<file path="src/rtl/sram_pkg.sv">
// Shared defaults and controller state encoding for the SRAM host-side command stage.
package sram_pkg;

  localparam int unsigned ROWS_DEF         = 16;
  localparam int unsigned COLS_DEF         = 8;
  localparam int unsigned SHIFT_CYCLES_DEF = 2;
  localparam int unsigned RD_TIMEOUT_DEF   = 16;

  typedef enum logic [2:0] {
    IDLE,
    SHIFT,
    GAP,
    WRITE,
    RDREQ,
    WAIT,
    RESP
  } ctrl_state_e;

  // Counter/index width that stays at least one bit for degenerate sizes.
  function automatic int unsigned clog2_min1(input int unsigned n);
    return (n > 1) ? $clog2(n) : 1;
  endfunction

endpackage

</file>
<file path="src/rtl/sram_ser_tx.sv">
// MSB-first word serialiser: each bit is held on serial_out for SHIFT_CYCLES clocks with shift=1.
// done is high during the final held cycle of bit 0.
module sram_ser_tx
  import sram_pkg::*;
#(
  parameter int unsigned COLS         = COLS_DEF,
  parameter int unsigned SHIFT_CYCLES = SHIFT_CYCLES_DEF
) (
  input  logic            clk,
  input  logic            rst,
  input  logic            load,
  input  logic [COLS-1:0] word,
  output logic            serial_out,
  output logic            shift,
  output logic            done
);

  localparam int unsigned BW = clog2_min1(COLS);
  localparam int unsigned HW = clog2_min1(SHIFT_CYCLES);

  logic [COLS-1:0] word_q, word_d;
  logic [BW-1:0]   bit_q, bit_d;
  logic [HW-1:0]   hold_q, hold_d;
  logic            serial_q, serial_d;
  logic            shift_q, shift_d;
  logic            last_hold, last_bit;

  assign last_hold  = (hold_q == HW'(SHIFT_CYCLES - 1));
  assign last_bit   = (bit_q == '0);
  assign done       = shift_q && last_hold && last_bit;
  assign serial_out = serial_q;
  assign shift      = shift_q;

  always_comb begin
    word_d   = word_q;
    bit_d    = bit_q;
    hold_d   = hold_q;
    serial_d = serial_q;
    shift_d  = shift_q;
    if (load) begin
      word_d   = word;
      bit_d    = BW'(COLS - 1);
      hold_d   = '0;
      serial_d = word[COLS-1];
      shift_d  = 1'b1;
    end else if (shift_q) begin
      if (!last_hold) begin
        hold_d = hold_q + 1'b1;
      end else if (last_bit) begin
        // Stop at bit 0; the line returns low rather than wrapping.
        hold_d   = '0;
        serial_d = 1'b0;
        shift_d  = 1'b0;
      end else begin
        hold_d   = '0;
        bit_d    = bit_q - 1'b1;
        serial_d = word_q[bit_d];
      end
    end
  end

  always_ff @(posedge clk) begin
    if (rst) begin
      word_q   <= '0;
      bit_q    <= '0;
      hold_q   <= '0;
      serial_q <= 1'b0;
      shift_q  <= 1'b0;
    end else begin
      word_q   <= word_d;
      bit_q    <= bit_d;
      hold_q   <= hold_d;
      serial_q <= serial_d;
      shift_q  <= shift_d;
    end
  end

endmodule

</file>
<file path="src/rtl/sram_host_ctrl.sv">
// Host command stage for sram_top: serialises writes, issues read strobes, returns one response
// per command. Optional read timeout is enabled by defining SRAM_RD_TIMEOUT_EN.
module sram_host_ctrl
  import sram_pkg::*;
#(
  parameter int unsigned ROWS         = ROWS_DEF,
  parameter int unsigned COLS         = COLS_DEF,
  parameter int unsigned SHIFT_CYCLES = SHIFT_CYCLES_DEF,
  parameter int unsigned RD_TIMEOUT   = RD_TIMEOUT_DEF,
  localparam int unsigned AW          = clog2_min1(ROWS)
) (
  input  logic            clk,
  input  logic            rst,
  input  logic            cmd_valid,
  output logic            cmd_ready,
  input  logic            cmd_write,
  input  logic [AW-1:0]   cmd_addr,
  input  logic [COLS-1:0] cmd_wdata,
  output logic            rsp_valid,
  input  logic            rsp_ready,
  output logic [COLS-1:0] rsp_data,
  output logic            rsp_err,
  output logic            sram_serial_in,
  output logic            sram_shift,
  output logic            sram_w_en,
  output logic            sram_r_en,
  output logic [AW-1:0]   sram_addr,
  input  logic            sram_data_valid,
  input  logic [COLS-1:0] sram_data_out
);

  ctrl_state_e     state_q, state_d;
  logic [AW-1:0]   addr_q, addr_d;
  logic [COLS-1:0] rsp_data_q, rsp_data_d;
  logic            rsp_valid_q, rsp_valid_d;
  logic            w_en_q, w_en_d;
  logic            r_en_q, r_en_d;
  logic            cmd_ready_q, cmd_ready_d;
  logic            tx_load, tx_done;
  logic            rd_timeout;

  sram_ser_tx #(
    .COLS         (COLS),
    .SHIFT_CYCLES (SHIFT_CYCLES)
  ) u_ser_tx (
    .clk        (clk),
    .rst        (rst),
    .load       (tx_load),
    .word       (cmd_wdata),
    .serial_out (sram_serial_in),
    .shift      (sram_shift),
    .done       (tx_done)
  );

  always_comb begin
    state_d    = state_q;
    addr_d     = addr_q;
    rsp_data_d = rsp_data_q;
    tx_load    = 1'b0;
    unique case (state_q)
      IDLE: begin
        if (cmd_valid && cmd_ready_q) begin
          addr_d = cmd_addr;
          if (cmd_write) begin
            tx_load = 1'b1;
            state_d = SHIFT;
          end else begin
            state_d = RDREQ;
          end
        end
      end
      SHIFT: if (tx_done) state_d = GAP;
      GAP:   state_d = WRITE;
      WRITE: begin
        rsp_data_d = '0;
        state_d    = RESP;
      end
      RDREQ: state_d = WAIT;
      WAIT: begin
        if (sram_data_valid) begin
          rsp_data_d = sram_data_out;
          state_d    = RESP;
        end else if (rd_timeout) begin
          rsp_data_d = '0;
          state_d    = RESP;
        end
      end
      RESP: begin
        if (rsp_ready) begin
          rsp_data_d = '0;
          state_d    = IDLE;
        end
      end
      default: state_d = IDLE;
    endcase

    // Strobes are decoded from the next state so they leave a flop aligned with the state.
    rsp_valid_d = (state_d == RESP);
    w_en_d      = (state_d == WRITE);
    r_en_d      = (state_d == RDREQ);
    cmd_ready_d = (state_d == IDLE);
  end

  always_ff @(posedge clk) begin
    if (rst) begin
      state_q     <= IDLE;
      addr_q      <= '0;
      rsp_data_q  <= '0;
      rsp_valid_q <= 1'b0;
      w_en_q      <= 1'b0;
      r_en_q      <= 1'b0;
      cmd_ready_q <= 1'b1;
    end else begin
      state_q     <= state_d;
      addr_q      <= addr_d;
      rsp_data_q  <= rsp_data_d;
      rsp_valid_q <= rsp_valid_d;
      w_en_q      <= w_en_d;
      r_en_q      <= r_en_d;
      cmd_ready_q <= cmd_ready_d;
    end
  end

`ifdef SRAM_RD_TIMEOUT_EN
  localparam int unsigned TW = clog2_min1(RD_TIMEOUT + 1);

  logic [TW-1:0] to_cnt_q, to_cnt_d;
  logic          rsp_err_q, rsp_err_d;

  assign rd_timeout = (state_q == WAIT) && !sram_data_valid &&
                      (to_cnt_q == TW'(RD_TIMEOUT - 1));

  always_comb begin
    to_cnt_d  = '0;
    rsp_err_d = rsp_err_q;
    if (state_q == WAIT) to_cnt_d = to_cnt_q + 1'b1;
    if (state_q != RESP && state_d == RESP) begin
      rsp_err_d = rd_timeout;
    end else if (state_d == IDLE) begin
      rsp_err_d = 1'b0;
    end
  end

  always_ff @(posedge clk) begin
    if (rst) begin
      to_cnt_q  <= '0;
      rsp_err_q <= 1'b0;
    end else begin
      to_cnt_q  <= to_cnt_d;
      rsp_err_q <= rsp_err_d;
    end
  end

  assign rsp_err = rsp_err_q;
`else
  assign rd_timeout = 1'b0;
  assign rsp_err    = 1'b0;
`endif

  assign cmd_ready = cmd_ready_q;
  assign rsp_valid = rsp_valid_q;
  assign rsp_data  = rsp_data_q;
  assign sram_w_en = w_en_q;
  assign sram_r_en = r_en_q;
  assign sram_addr = addr_q;

endmodule

</file>
<file path="config.mk">
export PLATFORM = sky130hd
export DESIGN_NAME = sram_host_ctrl
export DESIGN_NICKNAME = d
export VERILOG_FILES = /design/src/rtl/sram_pkg.sv /design/src/rtl/sram_ser_tx.sv /design/src/rtl/sram_host_ctrl.sv
export SDC_FILE = /design/constraint.sdc
export NUM_CORES = 1
export LEC_CHECK = 0
export BUFFER_PORTS_ARGS = -buffer_cell sky130_fd_sc_hd__buf_4
export CAP_MARGIN = 20
export CORE_MARGIN = 3
export CORE_UTILIZATION = 45
export DETAILED_ROUTE_END_ITERATION = 16
export HOLD_SLACK_MARGIN = 0.08
export PLACE_DENSITY = 0.71
export SYNTH_ARGS = -nofsm -noshare
export SYNTH_HDL_FRONTEND = slang
export SYNTH_SLANG_ARGS = --single-unit
</file>
<file path="constraint.sdc">
create_clock -name clk -period 4.3 [get_ports clk]
set_clock_uncertainty 0.1 [all_clocks]
set_input_delay 0.215 -clock clk [delete_from_list [all_inputs] [get_ports clk]]
set_output_delay 0.215 -clock clk [all_outputs]
set_load 0.1 [all_outputs]
</file>
==> impl_metrics.env, run 1 <==
export IMPL_path_max_fanout=9
export IMPL_crit_reg2reg_launch="state_q[2]$_SDFF_PP0_"
export IMPL_critPathLaunchType="flop"
export IMPL_synth_top_flop_cell="dfxtp_1"
export IMPL_cell_breakdown_of_the_critical_path="inv_4, nor3_4, o211ai_1, a21oi_1"
export IMPL_most_common_layout_cells="buf_4, dfxtp_1, a21oi_1"
export IMPL_dp_cells=239
export IMPL_post_layout_total_power_mw=0.940
export IMPL_port_buffers=43
export IMPL_count_of_maximum_capacitance_violations=0
export IMPL_grt_max_degree=33
export IMPL_cts_sink_count=33
export IMPL_yosysSeqAreaShare_pct=41.6
export IMPL_clockRootBuffer="clkbuf_4"
export IMPL_vdd_ir_drop_max_uv=307
export IMPL_drive_gt1_share_pct=31.4
export IMPL_globalRoute_totalOverflow=0
export IMPL_setup_viol_count_final=0
export IMPL_final_cells=267
export IMPL_via_count=1468
export IMPL_gp_congestion=0.857
export IMPL_cts_htree_levels=2
export IMPL_cp_required_ps=4470
export IMPL_worstHoldPathType="primary input to flop"
export IMPL_row_count=20
export IMPL_post_drt_antenna_nets=0
export IMPL_cts_inserted_buffers=5
export IMPL_die_w_microns=65.4
export IMPL_leakagePower_nw=0.840
export IMPL_ys_async_sr_fraction_pct=0
export IMPL_max_slew_headroom_pct=57.5
export IMPL_clock_fmax_ghz=0.575
export IMPL_detailedPlace_worstSlack_ps=2600
export IMPL_syn_num_nets=190
export IMPL_post_drt_via_cell_ratio=5.50
export IMPL_syn_instance_count=162
export IMPL_floorplan_initialDensity_pct=49.6
export IMPL_drt_total_wl_mm=3.97
export IMPL_cp_startpoint="state_q[2]$_SDFF_PP0_"
export IMPL_placeable_core_region_sq_um=3200
export IMPL_fp_dieArea_sq_um=4280
export IMPL_synth_edf_count=0
export IMPL_outcome="completed"
export IMPL_grt_antenna_before_repair=0
export IMPL_dr_pass1_iters=4
export IMPL_hpwl_mm=2.54
export IMPL_pwr_density_cell_nw_per_um2=431
export IMPL_antenna_cells_inserted=0
export IMPL_report_final_hold_viol_count=0
export IMPL_yosysUniqueCellTypes=44
export IMPL_layout_cells_most_common="buf_4"
export IMPL_period_share_pct=40.4
export IMPL_synth_area_per_inst_sq_um=9.80
export IMPL_final_area_sq_um=2180
export IMPL_worst_r2r_setup_slack_ps=2560
export IMPL_fin_crit_ps=1740
export IMPL_global_route_wire_length_before_repair_mm=6.77
export IMPL_fillCellCount=270
export IMPL_die_y_microns=65.4
export IMPL_timing_final_max_slew_violations=0
export IMPL_crit_end="rsp_data[1]$_SDFFE_PP0P_"
export IMPL_final_nets=250
export IMPL_ys_seq_elements=33
export IMPL_post_route_worst_setup_slack_ps=2560
export IMPL_placed_cell_area_sq_um=1900
export IMPL_cp_slowest_stage_delay_ps=740
export IMPL_grt_util_all_layers_pct=20.5
export IMPL_setup_worst_path_class="flop to flop"
export IMPL_crit_slowest_cell="dfxtp_1"
export IMPL_rsz0062_at_grt="no"
export IMPL_io_pins=45
export IMPL_worst_skew_pair_late_latency_ps=330
export IMPL_setup_total_negative_slack_ps=0
export IMPL_grt_pass1_vias=1451
export IMPL_drc=0
export IMPL_avgRoutedWirePerCell_microns=14.9
export IMPL_cts_tree="yes"
export IMPL_area_delta_synth_final_pct=37.4
export IMPL_worst_ep_arrival_time_ps=1910
export IMPL_critPathCaptureType="flop"
export IMPL_mappedNetlistArea_sq_um=1590
export IMPL_clk_pin_slew_worst_paths_ps=100
export IMPL_tightest_slew_ps=636
export IMPL_detail_route_iter0_violations=124
export IMPL_cts_root_to_sink_buffers=2
export IMPL_critical_path_reg2reg_endpoint="rsp_data[1]$_SDFFE_PP0P_"
export IMPL_ys_warn_count=0
export IMPL_post_cts_buffers=0
export IMPL_worst_r2r_cell_count=4
[layout make-up]
cell class              instances  area [sq um]  share of cell area (%)
well taps                      44          55.1                    2.52
flip-flops and latches         33           661                    30.3
repair buffers                 63           523                    24.0
clock buffers                   7          55.1                    2.52
inverters                       5          21.3                   0.975
clock inverters                 1          30.0                    1.38
multi-input cells             114           836                    38.3
[state kept, by name (all words and copies together), names as in the netlist]
register	flops
cmd_ready	1
rsp_data	8
rsp_valid	1
sram_addr	4
sram_r_en	1
sram_w_en	1
state_q	3
u_ser_tx.bit_q	3
u_ser_tx.hold_q	1
u_ser_tx.serial_out	1
u_ser_tx.shift	1
u_ser_tx.word_q	8
[cell families (layout without fill, tap and decap cells)]
family | after synthesis | count (layout) | share of synthesized area (%)
flip-flops | 33 | 33 | 41.6
XOR/XNOR | 3 | 3 | 1.66
buffers and inverters | 15 | 76 | 5.75
other | 1 | 1 | 0.236
adder cells (fa/ha/maj) | 2 | 2 | 1.58
AO/OA/AOI/OAI | 45 | 45 | 20.0
AND/OR/NAND/NOR | 54 | 54 | 21.9
multiplexers | 9 | 9 | 7.25
[cell usage after synthesis, types with 2 or more instances]
library cell   n  area share [%]
o211ai_1      10             4.7
nor3_1         3            0.95
dfxtp_1       33              42
a21oi_1       23             7.2
o21ai_0        2            0.63
inv_1          2            0.47
buf_6          3             2.1
mux4_2         2             2.8
ha_1           2             1.6
nor3b_2        2             1.6
clkbuf_1       3            0.71
nand3_1       18             5.7
mux2i_1        7             4.4
and3b_1        2             1.1
nand2_1       12             2.8
buf_2          2            0.63
buf_4          2            0.95
xnor2_1        2             1.1
inv_2          2            0.47
nor2_1         6             1.4
[how the worst min path moves through the flow]
stage | from | endpoint | slack, ps | cells after the start
2_1_floorplan | cmd_addr[1] | sram_addr[1]$_SDFFE_PP0P_ | 260 | 2
3_3_place_gp | u_ser_tx.word_q[7]$_SDFFE_PP0P_ | u_ser_tx.word_q[7]$_SDFFE_PP0P_ | 350 | 2
3_5_place_dp | u_ser_tx.word_q[7]$_SDFFE_PP0P_ | u_ser_tx.word_q[7]$_SDFFE_PP0P_ | 350 | 2
4_1_cts | cmd_write | u_ser_tx.hold_q$_SDFFE_PP0P_ | 80 | 2
5_1_grt | cmd_write | u_ser_tx.hold_q$_SDFFE_PP0P_ | 90 | 2
6_report | cmd_write | u_ser_tx.hold_q$_SDFFE_PP0P_ | 80 | 2
[repair_timing]
item | in CTS | in global routing
endpoints found under the hold margin | 20 | 0
hold buffers | 20 | 0
resized for setup | 0 | 0
endpoints found under the setup margin | 0 | 0
[routing by layer]
| metal | up-vias | wire (microns) | track usage (%) |
|---|---|---|---|
| met5 | - | 0 | 0 |
| met4 | 0 | 75 | 10.1 |
| met3 | 9 | 222 | 4.96 |
| met2 | 53 | 2040 | 34.3 |
| met1 | 693 | 1630 | 24.6 |
| li1 | 713 | - | - |
[report_power, final]
part | internal [mW] | total [mW] | switching (mW)
Combinational | 0.119 | 0.318 | 0.199
Sequential | 0.335 | 0.376 | 0.0409
Clock | 0.139 | 0.246 | 0.107
[stage by stage]
stage	hold WS, ps	util [%]
2_1_floorplan	262	-
3_3_place_gp	348	59.2
3_5_place_dp	350	59.2
4_1_cts	81.2	68.1
5_1_grt	91.0	68.1
6_report	81.7	68.1
[worst max-delay path, delay by kind of cell, from the launching register on]
family,cells,cell delay [ps]
AND/OR/NAND/NOR,1,380
flip-flops,1,740
AO/OA/AOI/OAI,2,320
buffers and inverters,1,130
Power figures use the tool's default switching activity.
==> run 2: changes to the inputs <==
--- a/config.mk
+++ b/config.mk
@@ -11,7 +11,7 @@
 export CORE_UTILIZATION = 45
 export DETAILED_ROUTE_END_ITERATION = 16
 export HOLD_SLACK_MARGIN = 0.08
-export PLACE_DENSITY = 0.71
+export PLACE_DENSITY = 0.73
 export SYNTH_ARGS = -nofsm -noshare
 export SYNTH_HDL_FRONTEND = slang
 export SYNTH_SLANG_ARGS = --single-unit
==> constraint.sdc (replaced) <==
create_clock -name clk -period 1.5 [get_ports clk]
set_clock_uncertainty 0.1 [all_clocks]
set_input_delay 0.075 -clock clk [delete_from_list [all_inputs] [get_ports clk]]
set_output_delay 0.075 -clock clk [all_outputs]
set_load 0.1 [all_outputs]
==> impl_metrics.env, run 2 (synthesized netlist as in run 1, its figures left out) <==
export IMPL_min_from="cmd_valid"
export IMPL_row_count=20
export IMPL_drc=0
export IMPL_whs_path_depth=4
export IMPL_global_route_wire_length_before_repair_mm=7.40
export IMPL_final_cells=285
export IMPL_whs_endpoint="u_ser_tx.shift$_SDFF_PP0_"
export IMPL_setup_viol_count_final=4
export IMPL_cell_breakdown_of_the_critical_path="inv_4, ha_4, xor2_2, mux4_2, mux2i_1, o22ai_1"
export IMPL_antenna_cells_inserted=0
export IMPL_grt_pass1_vias=1603
export IMPL_most_common_layout_cells="buf_4, dfxtp_1, a21oi_1, dlygate4sd3_1, nand3_1"
export IMPL_final_nets=268
export IMPL_cts_root_to_sink_buffers=2
export IMPL_dp_cells=252
export IMPL_worst_skew_pair_late_latency_ps=350
export IMPL_io_pins=45
export IMPL_cts_htree_levels=2
export IMPL_layout_cells_most_common="buf_4"
export IMPL_worst_ep_arrival_time_ps=1700
export IMPL_final_core_util_pct=75.4
export IMPL_die_w_microns=65.4
export IMPL_worst_r2r_setup_slack_ps=-70
export IMPL_clock_fmax_ghz=0.637
export IMPL_grt_max_degree=33
export IMPL_cp_startpoint="u_ser_tx.bit_q[0]$_SDFFE_PP0P_"
export IMPL_setup_worst_path_class="flop to flop"
export IMPL_critPathCaptureType="flop"
export IMPL_leakagePower_nw=0.945
export IMPL_critPathLaunchType="flop"
export IMPL_worstHoldPathType="primary input to flop"
export IMPL_globalRoute_totalOverflow=0
export IMPL_path_max_fanout=3
export IMPL_final_area_sq_um=2410
export IMPL_timing_critical_path_max_delay_family="multiplexers"
export IMPL_cts_sink_count=33
export IMPL_critical_path_reg2reg_endpoint="u_ser_tx.serial_out$_SDFFE_PP0P_"
export IMPL_post_drt_via_cell_ratio=5.52
export IMPL_die_y_microns=65.4
export IMPL_outcome="complete, but fails checks"
export IMPL_hpwl_mm=2.83
export IMPL_vdd_ir_drop_max_uv=960
export IMPL_fin_crit_ps=1570
export IMPL_cts_tree="yes"
export IMPL_violations="setup timing"
export IMPL_post_route_worst_setup_slack_ps=-69.3
export IMPL_gp_congestion=0.855
export IMPL_clk_pin_slew_worst_paths_ps=110
export IMPL_cp_required_ps=1640
export IMPL_avgRoutedWirePerCell_microns=15.8
export IMPL_post_layout_total_power_mw=2.85
export IMPL_placed_cell_area_sq_um=2020
export IMPL_crit_reg2reg_launch="u_ser_tx.bit_q[0]$_SDFFE_PP0P_"
export IMPL_post_drt_antenna_nets=0
export IMPL_floorplan_initialDensity_pct=49.6
export IMPL_period_share_pct=105
export IMPL_cts_inserted_buffers=5
export IMPL_rsz0062_at_grt="yes"
export IMPL_crit_slowest_cell="dfxtp_2"
export IMPL_drive_gt1_share_pct=41.1
export IMPL_count_of_maximum_capacitance_violations=0
export IMPL_area_delta_synth_final_pct=52.1
export IMPL_placeable_core_region_sq_um=3200
export IMPL_clockRootBuffer="clkbuf_4"
export IMPL_worst_r2r_cell_count=6
export IMPL_grt_util_all_layers_pct=22.5
export IMPL_cp_slowest_stage_delay_ps=340
export IMPL_report_final_hold_viol_count=0
export IMPL_fillCellCount=225
export IMPL_detail_route_iter0_violations=105
export IMPL_via_count=1574
export IMPL_port_buffers=43
export IMPL_timing_final_max_slew_violations=0
export IMPL_pwr_density_cell_nw_per_um2=1180
export IMPL_grt_antenna_before_repair=0
export IMPL_drt_total_wl_mm=4.51
export IMPL_critical_path_buf_inv_count=1
export IMPL_fp_dieArea_sq_um=4280
export IMPL_dr_pass1_iters=4
==> run 2: cell count changes in the layout (fill, tap and decap cells not counted), sizes merged <==
cell	change
buf	+15
dlygate4sd3	+3
bufinv	-1
clkinv	+1
==> run 2: per-stage QoR <==
stage	setup WS [ps]	setup TNS, ps	hold slack (ps)
finish	-69.3	-207	134
global route	-170	-695	159
CTS	-92.9	-288	125
detailed placement	-92.5	-451	227
global placement	-9.82	-9.82	210
floorplan	-12.0	-12.0	122
==> run 2: layout make-up <==
type	instances	area [sq um]	share of cell area, %
timing repair buffer	81	678	28.1
sequential	33	673	27.9
clock inverter	1	5.00	0.207
tap	44	55.1	2.28
clock buffer	7	65.1	2.69
multi-input combinational	114	912	37.8
inverter	5	26.3	1.09
==> run 2: how the worst max path moves through the flow <==
stage                                                  end  slack (ps)  cells after the start
after floorplan           u_ser_tx.serial_out$_SDFFE_PP0P_         -10                      6
after global placement    u_ser_tx.serial_out$_SDFFE_PP0P_         -10                      6
after detailed placement              sram_w_en$_SDFF_PP0_         -90                      6
after CTS                             cmd_ready$_SDFF_PP1_         -90                      6
after global routing      u_ser_tx.serial_out$_SDFFE_PP0P_        -170                      6
final                     u_ser_tx.serial_out$_SDFFE_PP0P_         -70                      6
==> run 2: per-layer routing <==
metal  wire length [microns]  track usage (%)  up-vias
met5                       0                0        -
met4                     175             13.2        0
met3                     281             5.30       18
met2                    2240             38.7       75
met1                    1810             25.2      735
li1                        -                -      746
==> run 2: power by group <==
part | leakage (nW) | internal [mW] | switching (mW)
combinational | 0.633 | 0.511 | 0.679
sequential | 0.271 | 0.972 | 0.0961
clock | 0.0413 | 0.271 | 0.315
total | 0.945 | 1.75 | 1.09
==> run 2: worst min-delay path: stages <==
cell and delay [ps]:
buf_4 130, nand4bb_4 110, nand3b_4 170, a21oi_1 70
==> run 2: repair_timing <==
| item | in CTS | in global routing |
|---|---|---|
| pin swaps | 7 | 4 |
| endpoints found under the hold margin | 28 | 0 |
| hold buffers | 23 | 0 |
| resized for setup | 12 | 5 |
| endpoints found under the setup margin | 15 | 9 |
| setup buffers | 1 | 1 |
